### src/rtl/sata_gen_negotiator_pkg.sv
// sata_gen_negotiator_pkg: shared types and constants for the SATA
// link-speed negotiator (state enum, generation codes, stat width).
package sata_gen_negotiator_pkg;

  typedef enum logic [2:0] {
    S_IDLE,
    S_REQ,
    S_WAIT_ACK,
    S_WAIT_DONE,
    S_OOB,
    S_LINK_WAIT,
    S_UP,
    S_FAIL
  } state_t;

  localparam logic [1:0] SATA_GEN1 = 2'd1;
  localparam logic [1:0] SATA_GEN2 = 2'd2;
  localparam logic [1:0] SATA_GEN3 = 2'd3;

  localparam int STAT_W = 8;

  // Generation 0 is not a real speed; treat it as Gen1.
  function automatic logic [1:0] clamp_gen(
    input logic [1:0] g
  );
    return (g == 2'd0) ? SATA_GEN1 : g;
  endfunction

  function automatic logic [STAT_W-1:0] sat_inc(
    input logic [STAT_W-1:0] v
  );
    return (&v) ? v : v + 1'b1;
  endfunction

endpackage

### src/rtl/sata_gen_negotiator_sync.sv
// sata_gen_negotiator_sync: 2-flop level synchronizer, sync reset to 0.
// Ports: clk, reset (sync, active-high), d (async level), q (synced level).
module sata_gen_negotiator_sync (
  input  logic clk,
  input  logic reset,
  input  logic d,
  output logic q
);

  logic meta;

  always_ff @(posedge clk) begin
    if (reset) begin
      meta <= 1'b0;
      q    <= 1'b0;
    end else begin
      meta <= d;
      q    <= meta;
    end
  end

endmodule

### src/rtl/sata_gen_negotiator.sv
// sata_gen_negotiator: SATA link-speed negotiation, Gen3->Gen2->Gen1.
// Macro SATA_GEN_NEGOTIATOR_STAT_EN enables link_loss_cnt/attempt_cnt.
// Ports: clk, reset (sync, active-high); start/max_gen begin a run;
// recfg_request/recfg_sata_gen/recfg_ready talk to the reconfigurator;
// oob_start restarts OOB; link_up is the async PHY link level;
// busy/done/fail/cur_gen report status; *_cnt are saturating stats.
module sata_gen_negotiator
  import sata_gen_negotiator_pkg::*;
#(
  parameter int TIMEOUT = 65536,
  parameter int RETRIES = 2
) (
  input  logic              clk,
  input  logic              reset,
  input  logic              start,
  input  logic [1:0]        max_gen,
  input  logic              link_up,
  output logic              recfg_request,
  output logic [1:0]        recfg_sata_gen,
  input  logic              recfg_ready,
  output logic              oob_start,
  output logic              busy,
  output logic              done,
  output logic              fail,
  output logic [1:0]        cur_gen,
  output logic [STAT_W-1:0] link_loss_cnt,
  output logic [STAT_W-1:0] attempt_cnt
);

  localparam int TW = $clog2(TIMEOUT);
  localparam int RW = (RETRIES > 1) ? $clog2(RETRIES) : 1;
  localparam logic [TW-1:0] TMO_LAST = TW'(TIMEOUT - 1);

  state_t        state_q, state_d;
  logic [1:0]    gen_max_q, gen_max_d;
  logic [1:0]    cur_gen_d;
  logic [RW-1:0] retry_q, retry_d;
  logic [TW-1:0] tmo_q, tmo_d;
  logic          link_s;
  logic          start_acc;
  logic          retry_more;

  sata_gen_negotiator_sync u_link_sync (
    .clk   (clk),
    .reset (reset),
    .d     (link_up),
    .q     (link_s)
  );

  assign retry_more = (int'(retry_q) + 1) < RETRIES;

  always_comb begin
    state_d   = state_q;
    gen_max_d = gen_max_q;
    cur_gen_d = cur_gen;
    retry_d   = retry_q;
    tmo_d     = tmo_q;
    start_acc = 1'b0;

    unique case (state_q)
      S_IDLE, S_FAIL: begin
        if (start) start_acc = 1'b1;
      end
      S_REQ: begin
        if (recfg_request && recfg_ready)
          state_d = S_WAIT_ACK;
      end
      S_WAIT_ACK: begin
        if (!recfg_ready) state_d = S_WAIT_DONE;
      end
      S_WAIT_DONE: begin
        if (recfg_ready) state_d = S_OOB;
      end
      S_OOB: begin
        tmo_d   = '0;
        state_d = S_LINK_WAIT;
      end
      S_LINK_WAIT: begin
        // Link has priority over a coincident timeout.
        if (link_s) begin
          state_d = S_UP;
        end else if (tmo_q != TMO_LAST) begin
          tmo_d = tmo_q + 1'b1;
        end else if (retry_more) begin
          retry_d = retry_q + 1'b1;
          state_d = S_OOB;
        end else if (cur_gen > SATA_GEN1) begin
          cur_gen_d = cur_gen - 2'd1;
          retry_d   = '0;
          state_d   = S_REQ;
        end else begin
          state_d = S_FAIL;
        end
      end
      S_UP: begin
        if (start) begin
          start_acc = 1'b1;
        end else if (!link_s) begin
          cur_gen_d = gen_max_q;
          retry_d   = '0;
          state_d   = S_REQ;
        end
      end
      default: state_d = S_IDLE;
    endcase

    if (start_acc) begin
      gen_max_d = clamp_gen(max_gen);
      cur_gen_d = clamp_gen(max_gen);
      retry_d   = '0;
      state_d   = S_REQ;
    end
  end

  // Outputs are registered from the next state so they align with it.
  always_ff @(posedge clk) begin
    if (reset) begin
      state_q        <= S_IDLE;
      gen_max_q      <= '0;
      cur_gen        <= '0;
      retry_q        <= '0;
      tmo_q          <= '0;
      recfg_request  <= 1'b0;
      recfg_sata_gen <= '0;
      oob_start      <= 1'b0;
      busy           <= 1'b0;
      done           <= 1'b0;
      fail           <= 1'b0;
    end else begin
      state_q       <= state_d;
      gen_max_q     <= gen_max_d;
      cur_gen       <= cur_gen_d;
      retry_q       <= retry_d;
      tmo_q         <= tmo_d;
      recfg_request <= (state_d == S_REQ);
      if (state_d == S_REQ)
        recfg_sata_gen <= cur_gen_d;
      oob_start <= (state_d == S_OOB);
      busy      <= state_d inside {S_REQ, S_WAIT_ACK,
                                   S_WAIT_DONE, S_OOB,
                                   S_LINK_WAIT};
      done      <= (state_d == S_UP);
      fail      <= (state_d == S_FAIL);
    end
  end

`ifdef SATA_GEN_NEGOTIATOR_STAT_EN
  logic [STAT_W-1:0] loss_q;
  logic [STAT_W-1:0] att_q;
  logic              loss_hit;

  assign loss_hit = (state_q == S_UP) && !start && !link_s;

  always_ff @(posedge clk) begin
    if (reset) begin
      loss_q <= '0;
      att_q  <= '0;
    end else begin
      if (loss_hit)
        loss_q <= sat_inc(loss_q);
      if (start_acc)
        att_q <= '0;
      else if (state_d == S_OOB)
        att_q <= sat_inc(att_q);
    end
  end

  assign link_loss_cnt = loss_q;
  assign attempt_cnt   = att_q;
`else
  assign link_loss_cnt = '0;
  assign attempt_cnt   = '0;
`endif

endmodule

### config.mk
export PLATFORM = sky130hd
export DESIGN_NAME = sata_gen_negotiator
export DESIGN_NICKNAME = d
export VERILOG_FILES = /design/src/rtl/sata_gen_negotiator_pkg.sv /design/src/rtl/sata_gen_negotiator_sync.sv /design/src/rtl/sata_gen_negotiator.sv
export SDC_FILE = /design/constraint.sdc
export NUM_CORES = 1
export LEC_CHECK = 0
export CELL_PAD_IN_SITES_DETAIL_PLACEMENT = 0
export CELL_PAD_IN_SITES_GLOBAL_PLACEMENT = 1
export CORE_UTILIZATION = 45
export CTS_BUF_LIST = sky130_fd_sc_hd__clkbuf_8 sky130_fd_sc_hd__clkbuf_16
export CTS_CLUSTER_DIAMETER = 40
export DETAILED_ROUTE_END_ITERATION = 10
export DONT_BUFFER_PORTS = 1
export PLACE_DENSITY_LB_ADDON = 0.1
export SETUP_SLACK_MARGIN = 0.4
export SLEW_MARGIN = 20
export SYNTH_ARGS = -nofsm -noshare
export SYNTH_HDL_FRONTEND = slang
export SYNTH_SLANG_ARGS = --single-unit
### constraint.sdc
create_clock -name clk -period 2.62 [get_ports clk]
set_input_delay 0.262 -clock clk [delete_from_list [all_inputs] [get_ports clk]]
set_output_delay 0.262 -clock clk [all_outputs]
set_load 0.02 [all_outputs]
Word level (Yosys, flattened, before mapping)
Cells that the tools add are included.

$add $sub $neg: 4. $lt $le $gt $ge: 2. Equal/unequal tests: 21. Multiplexer cells: 32. Reductions and logical operators: 10.

Operators by type and width (number): $mux 16 (2); $pmux 16 s2 (1); $mux 3 (10); $eq 3x3->1 const B (8); $pmux 3 s6 (1); $add 16x1->16 const B (1); $mux 2 (8); $ne 16x16->1 const B (1); $eq 3x2->1 const B (4); $ne 2x2->1 const B (5); $mux 1 (8); $eq 3x1->1 const B (2); $reduce_and 6->1 (1); $reduce_bool 5->1 (1); $pmux 2 s2 (1); $reduce_bool 2->1 (2); $logic_not 3->1 (1); $ne 3x3->1 const B (1); $reduce_and 3->1 (1); $reduce_or 3->1 (1); $add 1x1->2 const B (1); $gt 2x1->1 const B (1); $logic_not 2->1 (1); $lt 2x2->1 const B (1); other kinds (5) (5).

Register bits: 33. Input port bits: 7. Output and inout port bits: 25. Word-level logic and storage cells: 82.

Longest topological paths before layout
Gate-level depths: netlist of the first run.

Depth after elaboration: 9. Gate-level depth with buffers: 8. Gate-level depth less buffers: 8.

By module
From an unflattened synthesis of the first run, not the netlist that was laid out.

Cell total of the unflattened synthesis: 233. Area total of the unflattened synthesis: 1958.1 sq um.

By module, submodules not included: sata_gen_negotiator (times used 1, cells an instance 229, area an instance 1905.6 sq um, seq. area each 620.6 sq um); sata_gen_negotiator_sync (times used 1, cells an instance 4, area an instance 52.6 sq um, seq. area each 40.0 sq um).

Worst setup path after synthesis of the first run
Ideal clock, no wire load.

Kind: register to register. Start point: reg tmo_q[0]. End point: reg recfg_sata_gen[1]. Setup time: 0.121 ns. Arrival time: 2.041 ns. Required time: 2.499 ns. Setup slack: 0.458 ns. Cell stages (with the launch flop): 8. Buffers on the path: 0. Clock period less this slack: 2.162 ns. Path through: dfxtp_1 -> ha_1 -> nand3_2 -> or4_4 -> or3_4 -> mux2i_1 -> o22ai_1 -> mux2_2.

Word-level cells in the longest chain between the ends: 6. Elaborated cells on any way between the ends: 10. Those cells by class: eq/ne (2); mux (8).

RTL lines: start: declaration (line sata_gen_negotiator.sv:38) `logic [TW-1:0] tmo_q, tmo_d;`; start signal: assignment (line sata_gen_negotiator.sv:134) `tmo_q <= tmo_d;`; $ne 16x16->1 (*) (line sata_gen_negotiator.sv:82) `end else if (tmo_q != TMO_LAST) begin`; $mux 3 (line sata_gen_negotiator.sv:82); $mux 3 (line sata_gen_negotiator.sv:80) `if (link_s) begin`; $pmux 3 s6 (line sata_gen_negotiator.sv:60) `unique case (state_q)`; $mux 3 (line sata_gen_negotiator.sv:107) `if (start_acc) begin`; $eq 3x1->1 (line sata_gen_negotiator.sv:136) `if (state_d == S_REQ)`; end signal: assignment (line sata_gen_negotiator.sv:137) `recfg_sata_gen <= cur_gen_d;`; end: declaration (line sata_gen_negotiator.sv:19) `output logic [1:0] recfg_sata_gen,`.

Mark *: on every way between the ends. The rest lies on a longest branch, timed or not. A chain may end at the register's enable or synchronous reset.

Worst setup path in the final report of the first run
Start point: reg tmo_q[13]. End point: reg recfg_sata_gen[0].

Same word-level chain as after synthesis.

==> summary.md, run 1 <==
| Metric | Value |
|---|---|
| Setup Skew | `4.86 ps` |
| Worst-path fanout max | `4` |
| Placed insts | `265` |
| First-pass DRT Iterations | `4` |
| Fin crit period | `2170 ps` |
| Vias per inst | `5.47` |
| Commonest cells in the netlist | `dfxtp_1 (33), nor2_1 (29), buf_4 (16)` |
| Layout cells sized above 1 | `18.9%` |
| Largest cells by area after synthesis | `dfxtp_1 (35%), buf_4 (6.4%), nor2_1 (5.8%)` |
| Worst relative slew slack | `58.1%` |
| Hold slack | `34.4 ps` |
| Final Hold Violating Endpoints | `0` |
| Post-synthesis sequential area ratio | `35.2%` |
| Final-layout fill cell count | `387` |
| Antenna viol nets, final | `0` |
| CTS tree | `yes` |
| Mapped Cells | `223` |
| Hpwl dp | `2.88 mm` |
| Crit. End Element | `register` |
| Startpoint Class | `register` |
| Worst path arrival time | `2350 ps` |
| Clock root cell | `clkbuf_8` |
| Number of buffers created by CTS | `5` |
| Tot GR Track Use | `20.2%` |
| Max frequency | `460 MHz` |
| Routability congestion estimate | `0.855` |
| Max Cap Viol | `0` |
| Final core occ | `51.9%` |
| R2r startpoint | `tmo_q[13]$_SDFFE_PP0P_` |
| Unique cell type count in the Yosys netlist | `57` |
| Clk_lat worst skew | `280 ps` |
| H-tree levels | `2` |
| WS Path Type | `register to register` |
| Slew Viols, Final | `0` |
| Leak pwr | `0.751 nW` |
| WHS Endpoint | `tmo_q[0]$_SDFFE_PP0P_` |
| Flop-to-flop setup slack | `450 ps` |
| CP Data Required Time | `2800 ps` |
| I/O pins | `32` |
| Initial core utilization | `46.9%` |
| DRT iter0 DRCs | `139` |
| Number of standard cells in the final layout excluding fillers | `277` |
| RSZ-0062 raised after global routing | `true` |
| Setup-failing EPs final | `0` |
| Status | `finished, final reports clean` |
| Total Neg Setup Slack | `0 ps` |
| Async set-reset flop share out of synthesis | `0%` |
| GRT overflow | `0` |
| Crit share post-route | `82.9%` |
| Nets | `236` |
| Number of core rows | `23` |
| Die Width | `66.5 microns` |
| Post-synthesis area per instance | `8.40 sq um` |
| Total number of yosys warnings | `0` |
| Reg2reg path depth | `6` |
| Hold Crit Depth | `1` |
| WL per Instance | `14.4 microns` |
| First-pass GRT wire length | `6.60 mm` |
| Vias in the first global route | `1,400` |
| Area Growth Syn to Fin | `10.7%` |
| Min-delay worst type | `primary input to register` |
| FF-to-FF End | `recfg_sata_gen[0]$_SDFFE_PP0P_` |
| Post-synth EDFFs | `0` |
| Detailed Route WL | `3.98 mm` |
| Clock sink count | `33` |
| Vias | `1,514` |
| Most common cell in the netlist | `dfxtp_1` |
| # port buffers | `0` |
| Slew @ Worst Pin | `623 ps` |
| Hold_sp | `reset` |
| Largest net degree at the start of global routing | `19` |
| Multi-input logic area | `1120 sq um` |
| DIE AREA | `4430 sq um` |
| Total Power | `0.00114 W` |
| Reg area | `678 sq um` |
| N_diodes | `0` |
| Mapped cell area | `1870 sq um` |
| P per Cell Area | `549 nW/um^2` |
| Post-CTS Hold Buffers | `0` |
| Peak supply drop | `0.305 mV` |
| Yosys reg bits | `33` |
| Dominant synthesized flop cell | `dfxtp_1` |
| DR DRC count | `0` |
| Core area | `4000 sq um` |
| Yosys top cell by area | `dfxtp_1` |
| Reg clk slew, reported paths | `70 ps` |
| Top cell type's share of synthesized area | `35.2%` |
| Initial antenna violation count | `0` |
| Die Ht | `66.5 microns` |
| Maximum buffer depth of the clock tree | `2` |
[worst max-delay path by stage]
stage                      startpoint  cells past startpoint  slack [ps]                             end
2_1_floorplan   tmo_q[0]$_SDFFE_PP0P_                      7         460  recfg_sata_gen[1]$_SDFFE_PP0P_
3_3_place_gp    tmo_q[0]$_SDFFE_PP0P_                      7         320  recfg_sata_gen[0]$_SDFFE_PP0P_
3_5_place_dp    tmo_q[0]$_SDFFE_PP0P_                      7         210  recfg_sata_gen[0]$_SDFFE_PP0P_
4_1_cts         tmo_q[5]$_SDFFE_PP0P_                      6         400  recfg_sata_gen[0]$_SDFFE_PP0P_
5_1_grt         tmo_q[0]$_SDFFE_PP0P_                      7         380  recfg_sata_gen[0]$_SDFFE_PP0P_
6_report       tmo_q[13]$_SDFFE_PP0P_                      6         450  recfg_sata_gen[0]$_SDFFE_PP0P_
[state kept, by name (all words and copies together), names as in the netlist, 2 cells and up]
register,count
recfg_sata_gen,2
state_q,3
gen_max_q,2
tmo_q,16
cur_gen,2
[through the flow]
step / worst slack, ps / instance area [sq um]
3_5_place_dp: 213 / 1860
5_1_grt: 378 / 2080
6_report: 448 / 2080
3_3_place_gp: 322 / 1860
2_1_floorplan: 458 / 1930
4_1_cts: 402 / 2020
[layout by cell type, fill, tap and decap left out, drive strengths merged, types with 3 or more instances in the layout]
cell type  instances
or3                4
nand2              9
nand4              5
inv               11
nor4               6
nand3              6
a21oi              6
nor2b              6
o21ai              4
dfxtp             33
conb              16
xnor2             11
buf                8
nand2b             4
nor3              14
and2               4
mux2i              5
clkbuf             6
nor2              29
ha                 3
[per-layer routing]
layer | track usage, % | vias to the layer above | wire [microns]
met1 | 24.5 | 713 | 1820
met3 | 5.14 | 8 | 154
met2 | 34.1 | 31 | 1930
met5 | 0 | - | 0
met4 | 7.98 | 0 | 76
li1 | - | 762 | -
[final cells by class]
type | instances | share of cell area [%]
flip-flops and latches | 33 | 32.7
clock inverters | 2 | 1.63
well taps | 50 | 3.01
multi-input cells | 168 | 53.8
repair buffers | 8 | 3.07
clock buffers | 6 | 3.98
inverters | 10 | 1.81
[timing repair]
item / 4_1_cts / 5_1_grt
endpoints found under the setup margin: 12 / 11
resized for setup: 11 / 10
pin swaps: 2 / 4
cloned: 0 / 0
setup buffers: 2 / 2
[power by group]
group,internal [W],switching [W],total [W]
registers,0.000514,0.0000237,0.000538
logic,0.0000412,0.0000683,0.000109
clock network,0.000306,0.000186,0.000492
[logic make-up (layout without fill, tap and decap cells)]
family                   Yosys count  after routing  share of synthesized area [%]
AO/OA/AOI/OAI                     34             34                           13.8
other                              1             16                          0.200
flip-flops                        33             33                           35.2
XOR/XNOR                          11             11                           5.14
multiplexers                       8              8                           5.07
AND/OR/NAND/NOR                   96             96                           27.8
adder cells (fa/ha/maj)            3              3                           2.00
buffers and inverters             37             26                           10.8
[critical path, stage by stage, from the launching register on]
cell and delay, ps:
dfxtp_1 390, nand4_2 190, or4_4 580, or3_4 360, mux2i_1 160, o22ai_1 110, mux2_2 270
Note: power is estimated with default switching activity, not from simulation.
==> run 2, diff against run 1 <==
--- a/config.mk
+++ b/config.mk
@@ -5,9 +5,10 @@
 export SDC_FILE = /design/constraint.sdc
 export NUM_CORES = 1
 export LEC_CHECK = 0
+export ABC_AREA = 1
 export CELL_PAD_IN_SITES_DETAIL_PLACEMENT = 0
 export CELL_PAD_IN_SITES_GLOBAL_PLACEMENT = 1
-export CORE_UTILIZATION = 45
+export CORE_UTILIZATION = 44
 export CTS_BUF_LIST = sky130_fd_sc_hd__clkbuf_8 sky130_fd_sc_hd__clkbuf_16
 export CTS_CLUSTER_DIAMETER = 40
 export DETAILED_ROUTE_END_ITERATION = 10
==> constraint.sdc (replaced) <==
create_clock -name clk -period 2 [get_ports clk]
set_input_delay 0.2 -clock clk [delete_from_list [all_inputs] [get_ports clk]]
set_output_delay 0.2 -clock clk [all_outputs]
set_load 0.02 [all_outputs]
==> summary.md, run 2 <==
| Metric | Value |
|---|---|
| Routability congestion estimate | `0.805 (-5.8%)` |
| Final Hold Violating Endpoints | `0 (unchanged)` |
| Yosys top cell by area | `dfxtp_1` |
| Worst setup path start | `state_q[0]$_SDFF_PP0_` |
| WS Path Type | `register to register` |
| Dominant synthesized flop cell | `dfxtp_1` |
| Setup Skew | `9.15 ps (+4.29 ps)` |
| Hold slack | `26.2 ps (-8.14 ps)` |
| Peak supply drop | `0.390 mV (+28%)` |
| Clock root cell | `clkbuf_8` |
| Vias in the first global route | `1,834 (+31%)` |
| Worst path slowest cell | `dfxtp_2` |
| Max reg flops | `16 (unchanged)` |
| Part of the power in registers | `51.4% (+4.2 points)` |
| Antenna viol nets, final | `0 (unchanged)` |
| Comb pwr share | `12.8% (+3.2 points)` |
| Crit share post-route | `81.6% (-1.3 points)` |
| Post-synth EDFFs | `0 (unchanged)` |
| Post-synthesis sequential area ratio | `32.5% (-2.8 points)` |
| Hold_sp | `reset` |
| Worst relative slew slack | `55.9% (-2.2 points)` |
| Mapped Cells | `317 (+42%)` |
| Most common cell in the netlist | `nand2_1` |
| Mux contribution to synthesized area | `0% (-5.1 points)` |
| Clk_lat worst skew | `280 ps (about the same)` |
| Leak pwr | `1.12 nW (+49%)` |
| Crit-path max cell delay | `400 ps (-180 ps)` |
| Sw Ratio | `28.9% (+4.5 points)` |
| Post-Synth Adder-Cell Area | `1.84% (-0.16 points)` |
| First-pass GRT wire length | `8.39 mm (+27%)` |
| Total Neg Setup Slack | `0 ps (unchanged)` |
| Reg clk slew, reported paths | `70 ps (about the same)` |
| Die Width | `70.0 microns (+5.2%)` |
| Total number of yosys warnings | `0 (unchanged)` |
| Maximum buffer depth of the clock tree | `2 (unchanged)` |
| Commonest cells in the netlist | `nand2_1 (74), nor2_1 (47), inv_1 (45)` |
| Core area | `4410 sq um (+10%)` |
| Layout cells sized above 1 | `32.2% (+13 points)` |
| Initial core utilization | `46.1% (-0.74 points)` |
| Vias | `1,984 (+31%)` |
| Hpwl dp | `3.51 mm (+22%)` |
| Clock sink count | `33 (unchanged)` |
| Slew @ Worst Pin | `659 ps (+35.9 ps)` |
| Slew Viols, Final | `0 (unchanged)` |
| Synth Area in Compound Gates | `10.2% (-3.5 points)` |
| Simple-Gate Fraction of Synth Area | `37.9% (+10 points)` |
| I/O pins | `32 (unchanged)` |
| Largest cells by area after synthesis | `dfxtp_1 (32%), nand2_1 (14%), nor2_1 (8.7%)` |
| # port buffers | `0 (unchanged)` |
| Total Power | `0.00137 W (+20%)` |
| Placement Setup Slack | `184 ps (-28.9 ps)` |
| Setup-failing EPs final | `0 (unchanged)` |
| Vias per inst | `4.89 (-11%)` |
| Largest family of logic cells by synthesized area | `simple AND/OR/NAND/NOR gates` |
| Final core occ | `58.8% (+7.0 points)` |
| Detailed Route WL | `5.03 mm (+27%)` |
| DRT iter0 DRCs | `99 (-29%)` |
| N_diodes | `0 (unchanged)` |
| Status | `finished, final reports clean` |
| Number of buffers created by CTS | `5 (unchanged)` |
| Max frequency | `612 MHz (+33%)` |
| Most flop-heavy register | `tmo_q` |
| GRT overflow | `0 (unchanged)` |
| R2r startpoint | `state_q[0]$_SDFF_PP0_` |
| Crit path buffers/inverters | `3 (+3)` |
| Clk network pwr share | `35.7% (-7.5 points)` |
| Tot GR Track Use | `21.3% (+1.1 points)` |
| Startpoint Class | `register` |
| Largest regs | `tmo_q (16), state_q (3)` |
| Worst path arrival time | `1780 ps (-570 ps)` |
| DR DRC count | `0 (unchanged)` |
| Post-route setup slack | `367 ps (-80.9 ps)` |
| Number of core rows | `24 (+4.3%)` |
| Pint | `0.000971 W (+13%)` |
| WL per Instance | `12.4 microns (-14%)` |
| First-pass DRT Iterations | `4 (unchanged)` |
| Crit. End Element | `register` |
| Yosys reg bits | `33 (unchanged)` |
| Top cell type's share of synthesized area | `32.5% (-2.8 points)` |
| Largest net degree at the start of global routing | `20 (+1)` |
| Min-delay worst type | `primary input to register` |
| Commonest non-fill, non-tap cell in the layout | `nand2_1` |
| Die Ht | `70.0 microns (+5.2%)` |
| Async set-reset flop share out of synthesis | `0% (unchanged)` |
| Unique cell type count in the Yosys netlist | `31 (-46%)` |
| Area Growth Syn to Fin | `27.6%` |
| CTS tree | `yes` |
| Worst-path fanout max | `6 (+2)` |
| Post-synthesis area per instance | `6.42 sq um (-24%)` |
| RSZ-0062 raised after global routing | `true` |
| Synth Area in XOR/XNOR | `2.15% (-3.0 points)` |
| Commonest non-fill, non-tap cells in the layout | `nand2_1 (58), inv_1 (43), nor2_1 (40), buf_4 (26), nand3_1 (18)` |
| NetSw | `0.000395 W (+42%)` |
| Initial antenna violation count | `0 (unchanged)` |
| Crit-path leading delay family | `simple AND/OR/NAND/NOR gates` |
| Fin crit period | `1630 ps (-539 ps)` |
| Cell Chain, Critical Path | `inv_1 -> a21oi_1 -> nor3_4 -> buf_4 -> nor2_1 -> nand3_2 -> nand3_4 -> buf_4 -> nor2_1` |
| DIE AREA | `4900 sq um (+11%)` |
| Max Cap Viol | `0 (unchanged)` |
| CP Data Required Time | `2150 ps (-650 ps)` |
| H-tree levels | `2 (unchanged)` |
| Nets | `363 (+54%)` |
| P per Cell Area | `526 nW/um^2 (-4.2%)` |
| Mapped cell area | `2040 sq um (+8.6%)` |
-- run 2: cell types whose count changed after synthesis, sizes merged, moves of 4 or more --
cell	before	now
a21oi	6	17
clkbuf	7	1
inv	10	46
mux2i	5	0
nand2	9	78
nand2b	4	0
nand3	6	22
nor2	29	54
nor2b	6	0
nor4	6	1
o21ai	4	14
or3	4	0
xnor2	11	2
-- run 2: power groups by stage --
stage	combinational, W	clock [W]	sequential (W)
global route	0.000196	0.000536	0.000705
floorplan	0.000132	0	0.000723
finish	0.000175	0.000488	0.000703
CTS	0.000144	0.000494	0.000704
detailed placement	0.000134	0	0.000720
global placement	0.000136	0	0.000720
-- run 2: routing by layer --
layer	global-route usage (%)	wire length [microns]	share of wire, %
met5	0	0	0
met4	4.67	51	1.0
met3	4.47	234	4.7
met2	32.6	2260	45
met1	30.7	2490	49
-- run 2: cell type report --
| class | count | area, sq um |
|---|---|---|
| tap | 52 | 65.1 |
| multi-input combinational | 234 | 1310 |
| fill | 432 | 1820 |
| sequential | 33 | 689 |
| clock buffer | 5 | 68.8 |
| timing repair buffer | 33 | 279 |
| inverter | 46 | 175 |
| clock inverter | 3 | 13.8 |
-- run 2: worst paths after layout --
check | cells past startpoint | slack, ps | endpoint
worst max-delay path | 9 | 370 | recfg_request$_SDFF_PP0_
worst max register to register | 9 | 370 | recfg_request$_SDFF_PP0_
worst min register to register | 2 | 480 | gen_max_q[0]$_SDFFE_PP0P_
worst min-delay path | 1 | 30 | gen_max_q[1]$_SDFFE_PP0P_
-- run 2: cell families (layout without fill, tap and decap cells) --
| group | after synthesis | in the layout |
|---|---|---|
| other | 1 | 16 |
| AND/OR/NAND/NOR | 174 | 174 |
| AO/OA/AOI/OAI | 36 | 36 |
| flip-flops | 33 | 33 |
| XOR/XNOR | 5 | 5 |
| buffers and inverters | 65 | 87 |
| adder cells (fa/ha/maj) | 3 | 3 |
-- run 2: through the flow --
stage,std cells,cell area (sq um)
2_1_floorplan,332,2100
3_5_place_dp,373,2080
4_1_cts,393,2340
5_1_grt,406,2600
3_3_place_gp,373,2080
6_report,406,2600
-- run 2: repair_timing --
| item | in CTS | in global routing |
|---|---|---|
| resized for setup | 27 | 53 |
| endpoints found under the hold margin | 14 | 12 |
| endpoints found under the setup margin | 26 | 26 |
| pin swaps | 19 | 28 |
| buffers inserted | 10 | 12 |
| hold buffers | 2 | 1 |
-- run 2: worst reg2reg max path: cells and delay by family, from the launching register on --
kind | cells | cell delay (ps)
AND/OR/NAND/NOR | 5 | 500
flip-flops | 1 | 400
buffers and inverters | 3 | 340
AO/OA/AOI/OAI | 1 | 260
==> run 3, diff against run 2 <==
--- a/config.mk
+++ b/config.mk
@@ -8,7 +8,7 @@
 export ABC_AREA = 1
 export CELL_PAD_IN_SITES_DETAIL_PLACEMENT = 0
 export CELL_PAD_IN_SITES_GLOBAL_PLACEMENT = 1
-export CORE_UTILIZATION = 44
+export CORE_UTILIZATION = 40
 export CTS_BUF_LIST = sky130_fd_sc_hd__clkbuf_8 sky130_fd_sc_hd__clkbuf_16
 export CTS_CLUSTER_DIAMETER = 40
 export DETAILED_ROUTE_END_ITERATION = 10
==> constraint.sdc (replaced) <==
create_clock -name clk -period 1.45 [get_ports clk]
set_input_delay 0.145 -clock clk [delete_from_list [all_inputs] [get_ports clk]]
set_output_delay 0.145 -clock clk [all_outputs]
set_load 0.02 [all_outputs]
==> summary.md, run 3 (synthesized netlist as in run 2, its figures left out) <==
| Metric | Value |
|---|---|
| P per Cell Area | `671 nW/um^2 (+28%)` |
| CTS tree | `yes` |
| Worst path arrival time | `1880 ps (+100 ps)` |
| DRT iter0 DRCs | `103 (+4.0%)` |
| Placement Setup Slack | `-190 ps (-375 ps)` |
| Commonest non-fill, non-tap cell in the layout | `buf_4` |
| Detailed Route WL | `5.85 mm (+16%)` |
| Final Hold Violating Endpoints | `15 (+15)` |
| Total Power | `0.00211 W (+55%)` |
| Placed insts | `435 (+17%)` |
| H-tree levels | `2 (unchanged)` |
| Antenna viol nets, final | `0 (unchanged)` |
| DIE AREA | `5380 sq um (+9.7%)` |
| First-pass DRT Iterations | `4 (unchanged)` |
| Core area | `4820 sq um (+9.1%)` |
| Crit-path max cell delay | `360 ps (-40 ps)` |
| Tot GR Track Use | `21.7% (+0.41 points)` |
| Clock sink count | `33 (unchanged)` |
| Largest regs | `tmo_q (16), state_q (3)` |
| Vias per inst | `4.66 (-4.7%)` |
| Max Cap Viol | `0 (unchanged)` |
| GRT overflow | `0 (unchanged)` |
| Hold slack | `-94.1 ps (-120 ps)` |
| Post-route setup slack | `-211 ps (-578 ps)` |
| DR DRC count | `0 (unchanged)` |
| RSZ-0062 raised after global routing | `true` |
| Crit-path leading delay family | `simple AND/OR/NAND/NOR gates` |
| Crit. End Element | `register` |
| Worst path slowest cell | `dfxtp_2` |
| Worst-path fanout max | `6 (unchanged)` |
| Most flop-heavy register | `tmo_q` |
| Clock root cell | `clkbuf_8` |
| Cell Chain, Critical Path | `nand2_1 -> nor2_2 -> nand2_1 -> nor2_4 -> nor2_4 -> o21ai_4 -> buf_6 -> nand2_2 -> a21oi_2` |
| Crit share post-route | `115% (+33 points)` |
| Initial core utilization | `42.3% (-3.9 points)` |
| Clk_lat worst skew | `290 ps (about the same)` |
| Routability congestion estimate | `0.847 (+5.2%)` |
| Max reg flops | `16 (unchanged)` |
| Hpwl dp | `4.00 mm (+14%)` |
| Leak pwr | `1.38 nW (+24%)` |
| Layout cells sized above 1 | `50.0% (+18 points)` |
| WS Path Type | `register to register` |
| Fin crit period | `1660 ps (+28.0 ps)` |
| Vias in the first global route | `1,868 (+1.9%)` |
| Largest net degree at the start of global routing | `20 (unchanged)` |
| Number of standard cells in the final layout excluding fillers | `461 (+14%)` |
| # port buffers | `0 (unchanged)` |
| Failing checks | `negative hold slack, negative setup slack` |
| Crit path buffers/inverters | `1 (-2)` |
| N_diodes | `0 (unchanged)` |
| Maximum buffer depth of the clock tree | `2 (unchanged)` |
| Reg clk slew, reported paths | `70 ps (about the same)` |
| Commonest non-fill, non-tap cells in the layout | `buf_4 (64), nand2_1 (46), inv_1 (36), nor2_1 (33), nand2_2 (24)` |
| Number of core rows | `25 (+4.2%)` |
| Die Ht | `73.3 microns (+4.7%)` |
| Setup-failing EPs final | `26 (+26)` |
| Min-delay worst type | `primary input to register` |
| First-pass GRT wire length | `8.74 mm (+4.2%)` |
| Status | `finished with violations` |
| Final core occ | `65.4% (+6.5 points)` |
| Setup Skew | `8.21 ps (-0.942 ps)` |
| Area Growth Syn to Fin | `54.7%` |
| CP Data Required Time | `1660 ps (-490 ps)` |
| I/O pins | `32 (unchanged)` |
| Max frequency | `602 MHz (-1.7%)` |
| Slew Viols, Final | `0 (unchanged)` |
| Startpoint Class | `register` |
| WL per Instance | `12.7 microns (+2.4%)` |
| Vias | `2,146 (+8.2%)` |
| Initial antenna violation count | `0 (unchanged)` |
| Post-CTS Hold Buffers | `2 (unchanged)` |
| Number of buffers created by CTS | `5 (unchanged)` |
| Die Width | `73.3 microns (+4.7%)` |
| Nets | `403 (+11%)` |
| Peak supply drop | `0.571 mV (+46%)` |
==> run 3: changes by cell type in the layout (fill, tap and decap cells not counted), sizes merged <==
cell,delta
bufinv,+1
dlygate4sd3,-2
clkinv,-1
buf,+42
==> run 3: per-layer routing <==
layer / vias to the layer above / global-route usage [%] / wire length (microns)
met2: 39 / 32.6 / 2760
met1: 976 / 31.4 / 2830
met3: 6 / 4.39 / 177
met4: 0 / 5.77 / 78
met5: - / 0 / 0
li1: 1125 / - / -
==> run 3: through the flow <==
step | area (sq um) | setup TNS, ps
detailed placement | 2520 | -2310
floorplan | 2150 | -218
global route | 3150 | -5250
global placement | 2520 | -1460
finish | 3150 | -3120
CTS | 2820 | -2080
==> run 3: repair_timing <==
| item | 4_1_cts | 5_1_grt |
|---|---|---|
| hold endpoints to repair | 17 | 15 |
| gates resized for setup | 35 | 92 |
| setup endpoints to repair | 31 | 32 |
| pin swaps | 17 | 37 |
| buffers inserted | 9 | 8 |
==> run 3: final cells by class <==
class | count | area (sq um)
Clock inverter | 3 | 37.5
Multi-Input combinational cell | 234 | 1490
Timing Repair Buffer | 73 | 589
Clock buffer | 5 | 68.8
Tap cell | 67 | 83.8
Inverter | 46 | 183
Fill cell | 433 | 1670
Sequential cell | 33 | 702
==> run 3: power by group <==
group	total, W	switching (W)	internal (W)
clock	0.000855	0.000354	0.000501
sequential	0.000965	0.0000346	0.000930
combinational	0.000293	0.000183	0.000109
total	0.00211	0.000572	0.00154
==> run 3: worst paths after layout <==
kind	to	cells after the start	slack, ps	from
setup / recovery	tmo_q[15]$_SDFFE_PP0P_	9	-210	tmo_q[10]$_SDFFE_PP0P_
hold reg to reg	u_link_sync.q$_SDFF_PP0_	2	410	u_link_sync.meta$_SDFF_PP0_
setup reg to reg	tmo_q[15]$_SDFFE_PP0P_	9	-210	tmo_q[10]$_SDFFE_PP0P_
hold / removal	tmo_q[10]$_SDFFE_PP0P_	1	-90	reset
